===== src/rtl/ram128_wb_ctrl.sv =====
// Wishbone classic slave in front of the RAM128 SRAM macro.
// Decodes a 512-byte window, drives the macro pins and sequences its one-cycle read latency.
module ram128_wb_ctrl #(
    parameter logic [31:0] BASE_ADDR = 32'h3000_0000,
    parameter int          SEL_WIDTH = 4
) (
    input  logic                 CLK,
    input  logic                 resetn,
    input  logic                 wb_cyc_i,
    input  logic                 wb_stb_i,
    input  logic                 wb_we_i,
    input  logic [SEL_WIDTH-1:0] wb_sel_i,
    input  logic [31:0]          wb_adr_i,
    input  logic [31:0]          wb_dat_i,
    output logic [31:0]          wb_dat_o,
    output logic                 wb_ack_o,
    output logic                 wb_err_o,
    output logic                 ram_en0,
    output logic [6:0]           ram_a0,
    output logic [31:0]          ram_di0,
    output logic [SEL_WIDTH-1:0] ram_we0,
    input  logic [31:0]          ram_do0
);

    typedef enum logic [1:0] {
        IDLE    = 2'd0,
        RD_WAIT = 2'd1,
        RESP    = 2'd2
    } state_t;

    state_t      r_state;
    state_t      w_state_nxt;
    logic        r_ack;
    logic        r_err;
    logic [31:0] r_dat;
    logic        w_req;
    logic        w_hit;
    logic        w_access;
    logic        w_unused;

    assign w_req    = wb_cyc_i & wb_stb_i;
    assign w_hit    = (wb_adr_i[31:9] == BASE_ADDR[31:9]);
    // Gated by resetn so the macro sees no enable while reset is held with a request on the bus.
    assign w_access = resetn & (r_state == IDLE) & w_req & w_hit;
    assign w_unused = &{1'b0, wb_adr_i[1:0]};

    assign wb_ack_o = r_ack;
    assign wb_err_o = r_err;
    assign wb_dat_o = r_dat;

    always_comb begin
        ram_en0 = 1'b0;
        ram_a0  = '0;
        ram_di0 = '0;
        ram_we0 = '0;
        if (w_access) begin
            ram_en0 = 1'b1;
            ram_a0  = wb_adr_i[8:2];
            ram_di0 = wb_dat_i;
            ram_we0 = wb_we_i ? wb_sel_i : '0;
        end
    end

    always_comb begin
        w_state_nxt = r_state;
        case (r_state)
            IDLE: begin
                if (w_req) begin
                    w_state_nxt = (w_hit && !wb_we_i) ? RD_WAIT : RESP;
                end
            end
            RD_WAIT: w_state_nxt = wb_cyc_i ? RESP : IDLE;
            RESP:    w_state_nxt = IDLE;
            default: w_state_nxt = IDLE;
        endcase
    end

    always_ff @(posedge CLK or negedge resetn) begin
        if (!resetn) begin
            r_state <= IDLE;
        end else begin
            r_state <= w_state_nxt;
        end
    end

    // ack/err default low every edge, which makes each pulse exactly one cycle wide.
    always_ff @(posedge CLK or negedge resetn) begin
        if (!resetn) begin
            r_ack <= 1'b0;
            r_err <= 1'b0;
            r_dat <= '0;
        end else begin
            r_ack <= 1'b0;
            r_err <= 1'b0;
            case (r_state)
                IDLE: begin
                    if (w_req) begin
                        if (!w_hit) begin
                            r_err <= 1'b1;
                        end else if (wb_we_i) begin
                            r_ack <= 1'b1;
                        end
                    end
                end
                RD_WAIT: begin
                    if (wb_cyc_i) begin
                        r_ack <= 1'b1;
                        r_dat <= ram_do0;
                    end
                end
                default: begin
                end
            endcase
        end
    end

endmodule


===== config.mk =====
export PLATFORM = sky130hd
export DESIGN_NAME = ram128_wb_ctrl
export DESIGN_NICKNAME = d
export VERILOG_FILES = /design/src/rtl/ram128_wb_ctrl.sv
export SDC_FILE = /design/constraint.sdc
export NUM_CORES = 1
export LEC_CHECK = 0
export ABC_AREA = 1
export CORE_UTILIZATION = 31
export DETAILED_ROUTE_END_ITERATION = 6
export PLACE_DENSITY = 0.82
export SETUP_SLACK_MARGIN = 0.15
export SLEW_MARGIN = 20
export SYNTH_ARGS = -nofsm -noshare
export SYNTH_HDL_FRONTEND = slang
export SYNTH_SLANG_ARGS = --single-unit

===== constraint.sdc =====
create_clock -name CLK -period 1.5 [get_ports CLK]
set_input_delay 0.225 -clock CLK [delete_from_list [all_inputs] [get_ports CLK]]
set_output_delay 0.225 -clock CLK [all_outputs]
set_load 0.05 [all_outputs]

Word-level counts from Yosys, hierarchy flattened
Index checks and enable logic that the tools add are counted.
{"block": "word_totals", "regBits": 36, "latchBits": 0, "ramBits": 0, "rom_bits": 0, "inputBits": 105, "out_inout_bits": 78, "word_cells": 32, "n_memories": 0}
{"block": "op_classes", "add_sub_neg": 0, "n_mul": 0, "div": 0, "order_cmp": 0, "n_eq_ne": 3, "shifts": 0, "muxes": 17, "n_bitwise": 4, "n_reduce_logical": 4}
{"operator": "$mux W32", "n": 1}
{"operator": "$eq A23 B21 Y1 const B", "n": 1}
{"operator": "$mux W1", "n": 8}
{"operator": "$mux W4", "n": 2}
{"operator": "$mux W7", "n": 1}
{"operator": "$mux W2", "n": 3}
{"operator": "$and A1 B1 Y1", "n": 4}
{"operator": "$pmux W2 S2", "n": 1}
{"operator": "$eq A2 B1 Y1 const B", "n": 1}
{"operator": "$logic_not A2 Y1", "n": 1}
{"operator": "$ne A2 B2 Y1 const B", "n": 1}
{"operator": "$pmux W1 S2", "n": 1}
{"operator": "$reduce_and A2 Y1", "n": 1}
{"operator": "$logic_and A1 B1 Y1", "n": 1}
{"operator": "$logic_not A1 Y1", "n": 1}

Logic depth before layout (Yosys ltp)
Gate-level depths: netlist of the first run.
{"block": "depth", "word_depth": 5, "ltp_mapped": 8}

Worst setup path after synthesis of the first run
No wires, ideal clock.
{"block": "synth_path", "kind": "reg-to-output", "start": "reg r_state[0]", "end": "out ram_a0[6]", "arrival_ns": 1.682, "slack_ns": -0.407, "path_stages_with_launch": 7, "path_buffers": 1, "path_cell_list": "dfrtp_1 nor2_2 nand3_1 inv_2 nand4_4 buf_6 nor2_1"}
{"block": "synth_via", "elab_chain_len": 5}
{"element": "start, declared", "line_no": "31", "text": "state_t r_state;"}
{"element": "start signal, assigned", "line_no": "82", "text": "r_state <= w_state_nxt;"}
{"element": "$logic_not A2 Y1", "line_no": "44", "text": "assign w_access = resetn & (r_state == IDLE) & w_req & w_hit;"}
{"element": "$and A1 B1 Y1 (3 in series)", "line_no": "44"}
{"element": "$mux W7", "line_no": "56", "text": "if (w_access) begin"}
{"element": "end, declared", "line_no": "19", "text": "output logic [6:0] ram_a0,"}
No other way between the ends.

Worst setup path after layout of the first run
{"block": "layout_path", "start": "reg r_state[1]", "end": "out ram_a0[2]"}
The elaborated chain is that of the path after synthesis.

==> metrics.md, run 1 <==
| Metric | Value |
|---|---|
| Count of buffers from port buffering | 180 |
| Endpoints failing setup | 44 |
| Total die area | 0.00658 mm2 |
| Switching share of power | 0.259 |
| Post-synth EDFFs | 0 |
| Maximum fanout along the worst path | 7 |
| Placer congestion estimate | 0.728 |
| Core area | 0.00599 mm2 |
| Fin. max-slew vios | 0 |
| Post-Syn Nets | 323 |
| Non-filler cells, final | 512 |
| Top-count cell post-synth | nor2_1 |
| Inst Count DP | 478 |
| Final nets | 541 |
| Req. time, crit path | 1270 ps |
| Vias | 2,386 |
| Initial antenna violation count | 0 |
| Adder-cell share of the synthesized area | 0 |
| DR DRC count | 0 |
| DRT iter0 DRCs | 50 |
| Sequential share of power | 0.433 |
| Via density | 4.66 |
| Post-Synth Simple-Gate Area | 0.217 |
| Final Util | 0.865 |
| H-tree Lvls | 2 |
| IO Count | 183 |
| Pin count of the biggest net entering global routing | 35 |
| Compound-Gate Fraction of Synth Area | 0.00258 |
| Post-DP HPWL | 6.00 mm |
| Slew @ Worst Pin | 436 ps |
| Post-route ant nets | 0 |
| Synthesized area per cell | 8.90 um2 |
| GRT overflow | 0 |
| Fin worst setup slack | -559 ps |
| Fmax | 486 MHz |
| Max-cap violations | 0 |
| Critical path type | reg -> out |
| Asr flop ratio synth | 1.00 |
| DP Area | 0.00446 mm2 |
| First-pass GRT wire length | 12.8 mm |
| Pwr Density | 445 mW/mm2 |
| Fillers | 274 |
| Chip Width | 81.1 um |
| Crit start category | flop |
| Max_slew headroom | 0.710 |
| Post-Synth XOR/XNOR Area | 0 |
| Part of the power in the clock network | 0.290 |
| Vias in the first global route | 2,510 |
| Main combinational cell family by area after synthesis | simple AND/OR/NAND/NOR gates |
| Die height | 81.1 um |
| P&R area growth vs syn | 167% |
| Maximum VDD drop | 0.000503 V |
| Seq/Total Area, Yosys | 0.465 |
| Hold/Removal Path Class | in -> async |
| Combinational share of power | 0.277 |
| CTS clk-pin slew, worst paths | 70 ps |
| ANT cells | 0 |
| Final WL | 9.85 mm |
| LEAKAGE | 2.65 nW |
| Crit share post-route | 1.37 |
| Yosys top cell by area | dfrtp_1 |
| Synthesized instance count | 218 |
| Synth unique cells | 18 |
| Worst-Skew Late Latency | 280 ps |
| Fin. Hold Viols | 0 |
| Post-synthesis cell area | 0.00194 mm2 |
| Layout cells sized above 1 | 0.492 |
| Post-route cell area | 0.00518 mm2 |
| Final TNS setup | -22,410 ps |
| Row count | 28 |
| Crit path time final | 2060 ps |
| Commonest cells post-synth | nor2_1 (58), inv_1 (50), dfrtp_1 (36) |
| Violated checks | negative setup slack |
| Place WS | -638 ps |
| #FFs+latches synth | 36 |
| Worst Setup End Kind | output pin |
| Int Pwr | 1.71 mW |
| Top-area cell type share of the netlist area | 0.465 |
| WL per Instance | 19.2 um |
| CP arrival | 1830 ps |
| GRT Total Usage | 0.268 |
| YS warnings | 0 |
| Status | complete, but fails checks |
| Initial Util | 0.324 |
| RSZ-0062 raised after global routing | true |
| Total net switching power | 0.597 mW |
| Worst hold slack | 93.9 ps |
| Clock tree from TritonCTS | built |
| Leading post-synthesis cells by cell area | dfrtp_1 (46%), mux2_2 (17%), nor2_1 (11%), inv_1 (9.7%), nand2_1 (2.9%) |
| Clk root buf | clkbuf_8 |
| Clock sinks | 36 |
| Worst Clk Skew | 7.33 ps |
| Ys flop type | dfrtp_1 |
| Mux contribution to synthesized area | 0.186 |
| CTS Buffer Depth | 2 |
| CTS Buf Count | 5 |
| First-pass iteration count of the detailed router | 4 |
| Overall power | 2.31 mW |
[layer usage]
layer,GRT usage,share of wire
met1,0.249,0.32
met2,0.510,0.55
met5,0,0
met3,0.0865,0.080
met4,0.148,0.042
[critical path, stage by stage, from the launching register on]
cell and delay, ps:
dfrtp_1 400, nor2_2 170, nand3_2 110, inv_2 100, nand4_4 140, buf_6 180, buf_16 150, nor2_4 140
buf_12 150
[sequential cells by signal (all words and copies together), names as in the netlist]
| register | flops |
|---|---|
| r_state | 2 |
| wb_ack_o | 1 |
| wb_dat_o | 32 |
| wb_err_o | 1 |
[path summary, 6_finish.rpt]
path / slack, ps / start / cells after the start / to
min: 90 / resetn / 2 / r_state[0]
min in group CLK: 480 / wb_cyc_i / 6 / r_state[1]
min reg2reg: 510 / wb_dat_o[21] / 1 / wb_dat_o[21]
max: -560 / r_state[1] / 8 / ram_a0[2]
max reg2reg: 40 / r_state[1] / 4 / wb_dat_o[17]
max in group asynchronous: 970 / resetn / 2 / wb_err_o
[cells in the final DEF (no fill, tap or decap), drive strengths merged]
cell type	count
and2	1
mux2	32
dlymetal6s2s	9
buf	113
dlygate4sd3	1
nand3b	2
dlygate4sd2	11
nor2	68
nand4	3
inv	50
dfrtp	36
nand2	15
clkdlybuf4s15	4
clkinv	2
clkbuf	10
nand3	2
clkdlybuf4s50	77
a21oi	1
[what timing repair did]
item,4_1_cts,5_1_grt
gates cloned,3,4
resized for setup,67,44
pin swaps,21,14
hold endpoints to repair,2,0
hold buffers,1,0
endpoints found under the setup margin,44,78
buffers inserted,12,7
[power groups by stage]
stage	Combinational (mW)	Sequential, mW	Clock (mW)
6_report	0.638	0.998	0.669
5_1_grt	0.678	0.998	0.736
4_1_cts	0.540	0.998	0.689
3_5_place_dp	0.479	1.02	0
3_3_place_gp	0.466	1.02	0
2_1_floorplan	0.122	1.03	0
[layout make-up]
| type | count | area [um2] | area share |
|---|---|---|---|
| Clock buffer | 7 | 76.3 | 0.0147 |
| Multi-Input combinational cell | 124 | 1250 | 0.242 |
| Clock inverter | 1 | 8.76 | 0.00169 |
| Timing Repair Buffer | 218 | 2650 | 0.511 |
| Inverter | 51 | 204 | 0.0394 |
| Tap cell | 75 | 93.8 | 0.0181 |
| Sequential cell | 36 | 901 | 0.174 |
[logic make-up after synthesis]
| group | count (synthesis) |
|---|---|
| AND/OR/NAND/NOR | 91 |
| buffers and inverters | 58 |
| AO/OA/AOI/OAI | 1 |
| flip-flops | 36 |
| multiplexers | 32 |
(Power assumes the default switching activity.)
==> inputs of run 2 (changes only) <==
Settings changed: CORE_AREA set to 2 2 72 74, CORE_UTILIZATION 31 to not set, DIE_AREA set to 0 0 74 76, DONT_BUFFER_PORTS set to 1, PLACE_DENSITY 0.82 to 0.54.
==> run 2 against run 1 <==
The flow still finishes with violations (negative setup slack); routed wire length fell by 55%; clock-buffer cell count did not move; maximum frequency rose by 8.4%; sequential cell count did not move; power fell by 18%; sequential share of layout area rose by 15 points; register-to-register slack improved by 200 ps; critical path depth fell by 1; design area fell by 46%; largest cell class is now multi-input combinational cells.
==> metrics.md, run 2 (synthesized netlist as in run 1, its figures left out) <==
| Metric | Value |
|---|---|
| Worst reg-to-reg setup slack | 240 ps (+200 ps) |
| GRT Total Usage | 0.162 (-0.106) |
| Overall power | 1.89 mW (-18%) |
| Post-DP HPWL | 3.67 mm (-39%) |
| Final WL | 4.47 mm (-55%) |
| First-pass iteration count of the detailed router | 4 (unchanged) |
| Placer congestion estimate | 0.748 (+2.8%) |
| CTS Buffer Depth | 2 (unchanged) |
| Final nets | 380 (-30%) |
| Commonest non-fill, non-tap cell in the layout | inv_1 |
| First-pass GRT wire length | 7.11 mm (-44%) |
| Max stage delay cell, worst path | dfrtp_1 |
| Maximum VDD drop | 0.000659 V (+31%) |
| Vias in the first global route | 1,635 (-35%) |
| Max reg flops | 32 (unchanged) |
| CTS clk-pin slew, worst paths | 70 ps (about the same) |
| Initial Util | 0.395 (+0.0711) |
| Status | complete, but fails checks |
| Row count | 26 (-7.1%) |
| Seq. cell area | 901 um2 (unchanged) |
| GRT overflow | 0 (unchanged) |
| Critical path type | reg -> out |
| Max_slew headroom | 0.672 (-0.0380) |
| WL per Instance | 12.9 um (-33%) |
| IO Count | 183 (unchanged) |
| RSZ-0062 raised after global routing | true |
| Clock sinks | 36 (unchanged) |
| Fin. max-slew vios | 0 (unchanged) |
| Post-route cell area | 0.00279 mm2 (-46%) |
| Pwr Density | 677 mW/mm2 (+52%) |
| Crit path capture | ram_di0[19] |
| Pin count of the biggest net entering global routing | 41 (+17%) |
| Part of the power in the clock network | 0.377 (+0.087) |
| Chip Width | 74 um (-8.7%) |
| DR DRC count | 0 (unchanged) |
| Slew @ Worst Pin | 493 ps (+57.1 ps) |
| Endpoints failing setup | 44 (unchanged) |
| Worst Setup End Kind | output pin |
| Crit share post-route | 1.27 (-0.106) |
| Clock tree from TritonCTS | built |
| DP Area | 0.00266 mm2 (-40%) |
| Max incr delay on CP | 390 ps (about the same) |
| CP arrival | 1670 ps (-160 ps) |
| Final TNS setup | -17,020 ps (+5380 ps) |
| Total die area | 0.00562 mm2 (-14%) |
| Fillers | 418 (+53%) |
| P&R area growth vs syn | 44.0% |
| Fin worst setup slack | -399 ps (+160 ps) |
| Fin. Hold Viols | 0 (unchanged) |
| Violated checks | negative setup slack |
| ANT cells | 0 (unchanged) |
| Most frequent cells in the layout | inv_1 (50), buf_4 (48), dfrtp_1 (36) |
| Switching share of power | 0.228 (-0.0311) |
| Maximum fanout along the worst path | 40 (+33) |
| Die height | 76 um (-6.3%) |
| Sequential share of power | 0.536 (+0.103) |
| Layout cells sized above 1 | 0.520 (+0.0280) |
| Int Pwr | 1.46 mW (-15%) |
| Via density | 4.59 (-1.4%) |
| Reg-to-Reg End | wb_dat_o[7] |
| Clk root buf | clkbuf_8 |
| CTS Buf Count | 5 (unchanged) |
| Multi-input logic area | 995 um2 (-21%) |
| Worst setup path startpoint | r_state[1] |
| Combinational share of power | 0.087 (-0.190) |
| Core area | 0.00491 mm2 (-18%) |
| Post-route ant nets | 0 (unchanged) |
| Initial antenna violation count | 0 (unchanged) |
| Crit path time final | 1900 ps (-160 ps) |
| Crit start category | flop |
| Total net switching power | 0.431 mW (-28%) |
| Hold/Removal Path Class | in -> reg |
| Max-cap violations | 0 (unchanged) |
| DRT iter0 DRCs | 31 (-38%) |
| Worst-path cell chain | nor2_2, nand3_2, inv_2, nand4_4, buf_12, nor2_4, buf_4 |
| Place WS | -110 ps (+528 ps) |
| H-tree Lvls | 2 (unchanged) |
| Worst Clk Skew | 4.85 ps (-2.48 ps) |
| Fmax | 527 MHz (+8.4%) |
| Reg2reg start | r_state[0] |
| Vias | 1,585 (-34%) |
| Post-CTS Setup Inserts | 0 (-12) |
| Count of buffers from port buffering | 0 (-100%) |
| Req. time, crit path | 1270 ps (about the same) |
| LEAKAGE | 1.57 nW (-41%) |
| Worst-Skew Late Latency | 280 ps (about the same) |
| Worst Reg-to-Reg Cells | 4 (unchanged) |
run 2: worst min-delay path by stage:
stage / start / endpoint / slack, ps / depth (start not counted)
detailed placement: resetn / wb_dat_o[24] / -70 / 0
floorplan: resetn / r_state[0] / -70 / 0
global placement: resetn / wb_dat_o[24] / -70 / 0
CTS: resetn / wb_dat_o[11] / -380 / 0
finish: ram_do0[16] / wb_dat_o[16] / 70 / 1
global route: ram_do0[16] / wb_dat_o[16] / 60 / 1
run 2: layout make-up:
type | instances | share of cell area
Clock buffer | 7 | 0.0345
Sequential cell | 36 | 0.323
Tap cell | 70 | 0.0314
Inverter | 51 | 0.0685
Timing Repair Buffer | 57 | 0.187
Multi-Input combinational cell | 124 | 0.356
run 2: what timing repair did:
item,in CTS,in global routing
pin swaps,1,1
resized for setup,0,1
setup endpoints to repair,44,50
hold endpoints to repair,36,36
run 2: power by group through the flow:
stage / clock network [mW] / logic (mW) / registers [mW]
after floorplan: 0 / 0.122 / 1.03
after global placement: 0 / 0.136 / 1.03
after detailed placement: 0 / 0.141 / 1.03
after CTS: 0.745 / 0.142 / 1.01
after global routing: 0.796 / 0.192 / 1.01
final: 0.713 / 0.165 / 1.01
run 2: worst max-delay path: cells and delay by family (launching register included):
kind / cells / cell delay, ps
buffers and inverters: 3 / 520
DFF: 1 / 390
and+or+nand+nor: 4 / 480
run 2: metrics by stage:
| step | util | std cells | hold slack, ps |
|---|---|---|---|
| finish | 0.569 | 345 | 70.2 |
| global route | 0.569 | 345 | 60.3 |
| CTS | 0.562 | 343 | -379 |
| detailed placement | 0.542 | 336 | -69.6 |
| global placement | 0.542 | 336 | -69.6 |
| floorplan | - | 218 | -70.6 |
run 2: per-layer routing:
metal	share of wire	global-route usage
met5	0	0
met4	0.026	0.0673
met3	0.14	0.0675
met2	0.51	0.279
met1	0.33	0.170
